## src/rtl/rob_pr_free_q_pkg.sv

```systemverilog
`default_nettype none
`timescale 1ns/1ps
// ============================================================
// rob_pr_free_q_pkg : shared PR types and sizing for the ROB free queue
// Rev 1.0
// ============================================================
package rob_pr_free_q_pkg;

  localparam int ROB_PR_FREE_Q_ENTRIES = 2;
  localparam int COMMIT_LANES          = 4;
  localparam int PRF_BANK_COUNT        = 4;
  localparam int PR_COUNT              = 128;
  localparam int LOG_PR_COUNT          = $clog2(PR_COUNT);
  localparam int LOG_PRF_BANK_COUNT    = $clog2(PRF_BANK_COUNT);
  localparam int UPPER_PR_W            = LOG_PR_COUNT - LOG_PRF_BANK_COUNT;

  typedef logic [LOG_PR_COUNT-1:0]       PR_t;
  typedef logic [LOG_PRF_BANK_COUNT-1:0] PR_bank_t;
  typedef logic [UPPER_PR_W-1:0]         upper_PR_t;

  function automatic PR_bank_t PR_bank_bits(input PR_t pr);
    return pr[LOG_PRF_BANK_COUNT-1:0];
  endfunction

  function automatic upper_PR_t upper_PR_bits(input PR_t pr);
    return pr[LOG_PR_COUNT-1:LOG_PRF_BANK_COUNT];
  endfunction

endpackage
`default_nettype wire

```

## src/rtl/rob_pr_free_q_bank_select.sv

```systemverilog
`default_nettype none
`timescale 1ns/1ps
// ============================================================
// pq_lsb_bank_select : per-bank lowest-index lane select (one-hot + found)
// Rev 1.0
// ============================================================
module pq_lsb_bank_select #(
  parameter int LANES  = 4,
  parameter int BANKS  = 4,
  parameter int BANK_W = 2
) (
  input  logic [LANES-1:0]             mask,
  input  logic [LANES-1:0][BANK_W-1:0] lane_bank,
  output logic [BANKS-1:0][LANES-1:0]  sel,
  output logic [BANKS-1:0]             found
);

  for (genvar b = 0; b < BANKS; b++) begin : g_bank
    logic [LANES-1:0] w_match;
    for (genvar i = 0; i < LANES; i++) begin : g_lane
      assign w_match[i] = mask[i] & (lane_bank[i] == BANK_W'(b));
    end
    // x & -x isolates the lowest set bit, giving ascending-lane priority
    assign sel[b]   = w_match & (~w_match + LANES'(1));
    assign found[b] = |w_match;
  end

endmodule
`default_nettype wire

```

## src/rtl/rob_pr_free_q.sv

```systemverilog
`default_nettype none
`timescale 1ns/1ps
// ============================================================
// rob_pr_free_q : buffers commit bundles of freed PRs, drains each to its bank
// Rev 1.0
// ============================================================
module rob_pr_free_q
  import rob_pr_free_q_pkg::*;
(
  input  logic                                          CLK,
  input  logic                                          RST,
  input  logic                                          enq_valid,
  input  logic [COMMIT_LANES-1:0]                       enq_lane_valid,
  input  logic [COMMIT_LANES-1:0][LOG_PR_COUNT-1:0]     enq_PR_by_lane,
  output logic                                          enq_ready,
  output logic [PRF_BANK_COUNT-1:0]                     free_valid_by_bank,
  output logic [PRF_BANK_COUNT-1:0][UPPER_PR_W-1:0]     free_upper_PR_by_bank,
  input  logic [PRF_BANK_COUNT-1:0]                     free_ready_by_bank
);

  localparam int ENTRIES = ROB_PR_FREE_Q_ENTRIES;
  localparam int PTR_W   = (ENTRIES > 1) ? $clog2(ENTRIES) : 1;
  localparam int CNT_W   = $clog2(ENTRIES + 1);
  localparam logic [PTR_W-1:0] LAST_PTR = PTR_W'(ENTRIES - 1);
  localparam logic [CNT_W-1:0] FULL_CNT = CNT_W'(ENTRIES);

  logic [ENTRIES-1:0][COMMIT_LANES-1:0] r_mask;
  PR_t  [ENTRIES-1:0][COMMIT_LANES-1:0] r_pr;
  logic [PTR_W-1:0]                     r_enq_ptr;
  logic [PTR_W-1:0]                     r_deq_ptr;
  logic [CNT_W-1:0]                     r_count;

  logic                                           w_nonempty;
  logic                                           w_enq_fire;
  logic                                           w_deq_done;
  logic [COMMIT_LANES-1:0]                        w_head_mask;
  logic [COMMIT_LANES-1:0]                        w_clear;
  logic [COMMIT_LANES-1:0]                        w_post_mask;
  logic [COMMIT_LANES-1:0][LOG_PRF_BANK_COUNT-1:0] w_head_bank;
  logic [PRF_BANK_COUNT-1:0][COMMIT_LANES-1:0]    w_sel;
  logic [PRF_BANK_COUNT-1:0]                      w_found;
  logic [PRF_BANK_COUNT-1:0]                      w_fire;

  function automatic logic [PTR_W-1:0] next_ptr(input logic [PTR_W-1:0] p);
    return (p == LAST_PTR) ? '0 : p + PTR_W'(1);
  endfunction

  // No same-cycle credit from a completing head: ready is purely registered
  assign w_nonempty = (r_count != '0);
  assign enq_ready  = (r_count != FULL_CNT);
  assign w_enq_fire = enq_valid & enq_ready & (|enq_lane_valid);
  assign w_head_mask = w_nonempty ? r_mask[r_deq_ptr] : '0;

  always_comb begin
    w_head_bank = '0;
    for (int i = 0; i < COMMIT_LANES; i++) begin
      w_head_bank[i] = PR_bank_bits(r_pr[r_deq_ptr][i]);
    end
  end

  pq_lsb_bank_select #(
    .LANES  (COMMIT_LANES),
    .BANKS  (PRF_BANK_COUNT),
    .BANK_W (LOG_PRF_BANK_COUNT)
  ) u_bank_select (
    .mask      (w_head_mask),
    .lane_bank (w_head_bank),
    .sel       (w_sel),
    .found     (w_found)
  );

  assign free_valid_by_bank = w_found;
  assign w_fire             = w_found & free_ready_by_bank;

  always_comb begin
    free_upper_PR_by_bank = '0;
    w_clear               = '0;
    for (int b = 0; b < PRF_BANK_COUNT; b++) begin
      for (int i = 0; i < COMMIT_LANES; i++) begin
        if (w_sel[b][i]) begin
          free_upper_PR_by_bank[b] = upper_PR_bits(r_pr[r_deq_ptr][i]);
          w_clear[i]               = w_clear[i] | w_fire[b];
        end
      end
    end
  end

  assign w_post_mask = w_head_mask & ~w_clear;
  assign w_deq_done  = w_nonempty & (w_post_mask == '0);

  always_ff @(posedge CLK or posedge RST) begin
    if (RST) begin
      r_mask    <= '0;
      r_enq_ptr <= '0;
      r_deq_ptr <= '0;
      r_count   <= '0;
    end else begin
      if (w_nonempty) r_mask[r_deq_ptr] <= w_post_mask;
      if (w_enq_fire) begin
        r_mask[r_enq_ptr] <= enq_lane_valid;
        r_enq_ptr         <= next_ptr(r_enq_ptr);
      end
      if (w_deq_done) r_deq_ptr <= next_ptr(r_deq_ptr);
      case ({w_enq_fire, w_deq_done})
        2'b10:   r_count <= r_count + CNT_W'(1);
        2'b01:   r_count <= r_count - CNT_W'(1);
        default: r_count <= r_count;
      endcase
    end
  end

  // PR payload needs no reset; it is only observed through a valid mask bit
  always_ff @(posedge CLK) begin
    if (w_enq_fire) r_pr[r_enq_ptr] <= enq_PR_by_lane;
  end

  a_no_enq_when_full : assert property (
    @(posedge CLK) disable iff (RST) !(enq_valid && !enq_ready)
  );

endmodule
`default_nettype wire
```

## config.mk

```make
export PLATFORM = sky130hd
export DESIGN_NAME = rob_pr_free_q
export DESIGN_NICKNAME = d
export VERILOG_FILES = /design/src/rtl/rob_pr_free_q_pkg.sv /design/src/rtl/rob_pr_free_q_bank_select.sv /design/src/rtl/rob_pr_free_q.sv
export SDC_FILE = /design/constraint.sdc
export NUM_CORES = 1
export LEC_CHECK = 0
export BUFFER_PORTS_ARGS = -buffer_cell sky130_fd_sc_hd__buf_2
export CORE_MARGIN = 2
export CORE_UTILIZATION = 61
export DETAILED_ROUTE_END_ITERATION = 10
export PLACE_DENSITY = 0.83
export REMOVE_ABC_BUFFERS = 1
export SETUP_SLACK_MARGIN = 0.5
export SKIP_CTS_REPAIR_TIMING = 1
export SLEW_MARGIN = 20
export SYNTH_ARGS = -nofsm -noshare
export SYNTH_HDL_FRONTEND = slang
export SYNTH_HIERARCHICAL = 1
export SYNTH_SLANG_ARGS = --single-unit
```

## constraint.sdc

```tcl
create_clock -name CLK -period 5.2 [get_ports CLK]
set_input_delay 0.52 -clock CLK [delete_from_list [all_inputs] [get_ports CLK]]
set_output_delay 0.52 -clock CLK [all_outputs]
set_load 0.02 [all_outputs]
```

==> reports/metrics.yaml <==
ys_top_cells_by_area: "edfxtp_1 45%, dfrtp_1 8.1%, mux2_2 7.6%"
vias: 2847
synthMuxAreaShare: 0.120
synth_compound_area_frac: 0.121
initial_core_util: 0.628
multi_input_area_sq_um: 1630
final_core_util: 0.727
required_ps: 4680
antenna_found_initial: 0
drc_errors: 0
synth_area_sq_um: 3720
synth_top_area_share: 0.452
routedWlPerCell_um: 17.5
path_cells: "mux2i_1 -> nor2_1 -> or3b_2 -> nor2_1 -> nor2b_1 -> a22oi_1 -> nor2_1 -> a21oi_1 -> o21ai_0 -> buf_2"
grt.total_usage: 0.261
synth_top_area_cell: "edfxtp_1"
gp_congestion: 0.950
grt_max_degree: 31
cp-end-kind: "output port"
leakage_uw: 0.00174
fin_ws_ps: 1120
nets: 432
path_class: "register to output port"
synth_xor_xnor_area_share: 0.0118
grt_pass1_vias: 2617
dp.cells: 456
yosysUniqueCellTypes: 48
cts_sinks: 68
io_buffers: 63
viasPerCell: 6.03
clockBufferDepth: 2
clkTransAtPathRegs_ps: 70
setup-violations-final: 0
synthToLayoutAreaGrowth_pct: 15.7
cts_htree_levels: 3
drtPass1Iterations: 5
drv_cap: 0
n_antenna_cell: 0
finClkSkew_ps: 6.30
synth_fa_ha_area_frac: 0.00336
start_kind: "register"
crit_slowest_cell: "dfrtp_1"
critPathArrivalTime_ps: 3560
seq_area_sq_um: 1980
drtIter0Drc: 222
stdcell_count: 472
root_buffer: "clkbuf_8"
async_reset_ff_frac: 0.176
status: "finished, final reports clean"
slew_violations: 0
power_uw: 2750
drive_above_1_share: 0.320
io_pins: 64
die_height_um: 82.1
ys_warn_count: 6
drtAntennaViolNets: 0
synth_top_flop_cell: "edfxtp_1"
synth_edf_count: 56
cp_common_cell: "nor2_1"
yosysSeqAreaShare: 0.533
min_path_type: "input pin to async pin"
dp_hpwl_um: 5920
fin_crit_ps: 4080
ir_drop_v: 0.000420
crit_path_max_fanout: 21
syn_inst: 327
tritoncts: "yes"
cts_buffers: 9
dp_slack_ps: 1190
path_buf_inv: 1
grt_pass1_wl_um: 12700
rsz0062_at_grt: "false"
fillerInstances: 418
num_rows: 28
insertion_delay_ps: 340
yosys.area_share.simple: 0.181
die_w_um: 82.1
die_area_sq_um: 6740
synth_seq_cells: 68
hold_viol: 0
slowest_delay_ps: 910
routed_wl_um: 8240
finalCritPeriodShare: 0.784
synth_top_family_by_area: "simple AND/OR/NAND/NOR gates"
fmax_ghz: 0.245
reg2reg_slack_ps: 1140
slew_headroom: 0.246
fin_setup_tns_ps: 0
syn_avg_cell_area_sq_um: 11.4
path_delay_family: "simple AND/OR/NAND/NOR gates"
powerDensity_nw_per_um2: 639
grt.overflow.total: 0
core_sq_um: 5920
worst_pin_slew_ps: 1130
==> cells in the final DEF (no fill, tap or decap), types with 2 or more instances in the layout <==
master / count
buf_2: 63
edfxtp_1: 56
nor2_1: 30
nand2_1: 29
mux2_2: 25
a21oi_1: 24
a22oi_1: 20
o21ai_0: 18
dfrtp_1: 12
nand3_1: 10
clkbuf_8: 9
mux2i_1: 8
buf_4: 8
o21ai_1: 7
nor3_1: 6
mux2_4: 5
nor2b_1: 5
inv_1: 5
nand3b_1: 5
and3b_1: 4
nor4b_2: 4
xnor2_1: 3
clkinv_2: 3
nand4b_1: 3
nand2b_1: 2
and2_1: 2
a32oi_1: 2
a32o_1: 2
xor2_1: 2
bufinv_16: 2
or3b_1: 2
and3_1: 2
==> where the power goes <==
| part | leakage [uW] | internal (uW) | total (uW) | switching [uW] |
|---|---|---|---|---|
| clock network | 0.000107 | 266 | 457 | 191 |
| registers | 0.000665 | 753 | 836 | 82.4 |
| logic | 0.000964 | 550 | 1460 | 907 |
| total | 0.00174 | 1570 | 2750 | 1180 |
==> path summary, 6_finish.rpt <==
path / start / end / cells after the start
setup / recovery: r_deq_ptr / free_upper_PR_by_bank[3] / 10
hold / removal: RST / r_enq_ptr / 2
setup reg to reg: r_deq_ptr / r_count[1] / 12
hold reg to reg: r_count[1] / r_count[1] / 1
max in group asynchronous: RST / r_mask[4] / 2
min in group CLK: enq_PR_by_lane[2] / r_pr[2] / 1
==> flip-flops by register name, summed over array words and instances, names as in the netlist <==
register and flops:
r_deq_ptr 1, r_mask 8, r_enq_ptr 1, r_pr 56, r_count 2
==> per-layer routing <==
| metal | vias up | track usage | part of all wire |
|---|---|---|---|
| met4 | 0 | 0.112 | 0.022 |
| met5 | - | 0 | 0 |
| li1 | 1364 | - | - |
| met1 | 1330 | 0.339 | 0.42 |
| met3 | 17 | 0.0604 | 0.077 |
| met2 | 136 | 0.423 | 0.48 |
==> cells in the mapped netlist (2+ instances only) <==
library cell	number
nand2b_1	2
a22oi_1	20
buf_4	2
and2_1	2
nor2b_1	5
nor2_1	30
xor2_1	2
mux2_4	5
nand2_1	29
a32o_1	2
a21oi_1	24
mux2i_1	8
buf_6	2
nor3_1	6
dfrtp_1	12
or3b_1	2
and3b_1	4
nand3b_1	5
nand3_1	10
edfxtp_1	56
clkbuf_1	10
buf_2	3
mux2_2	25
o21ai_1	7
nand4b_1	3
and3_1	2
o21ai_0	18
inv_1	5
nor4b_2	4
xnor2_1	3
a32oi_1	2
==> worst register-to-register path: cells and delay by family (launching register included) <==
| kind | cells | cell delay [ps] |
|---|---|---|
| DFF | 1 | 910 |
| xor gates and xnor gates | 1 | 160 |
| muxes | 1 | 360 |
| and+or+nand+nor | 8 | 2170 |
| adders and majority gates | 1 | 320 |
| buffers and inverters | 1 | 60 |
==> final cells by class <==
| type | instances | share of cell area |
|---|---|---|
| Sequential cell | 68 | 0.460 |
| Multi-Input combinational cell | 237 | 0.378 |
| Timing Repair Buffer | 71 | 0.0872 |
| Clock buffer | 10 | 0.0297 |
| Tap cell | 75 | 0.0218 |
| Clock inverter | 6 | 0.0183 |
| Inverter | 5 | 0.00436 |
==> per-stage QoR <==
step / cell area [sq um] / hold WS (ps)
after global placement: 4100 / 498
after CTS: 4300 / 172
after global routing: 4300 / 211
final: 4300 / 171
after detailed placement: 4100 / 511
after floorplan: 3630 / 385
==> cell families after synthesis <==
family | count (synthesis)
buffers and inverters | 22
adders and majority gates | 1
DFF | 68
muxes | 39
and+or+nand+nor | 117
xor gates and xnor gates | 5
AOI/OAI and AO/OA | 75
Power figures use the tool's default switching activity.
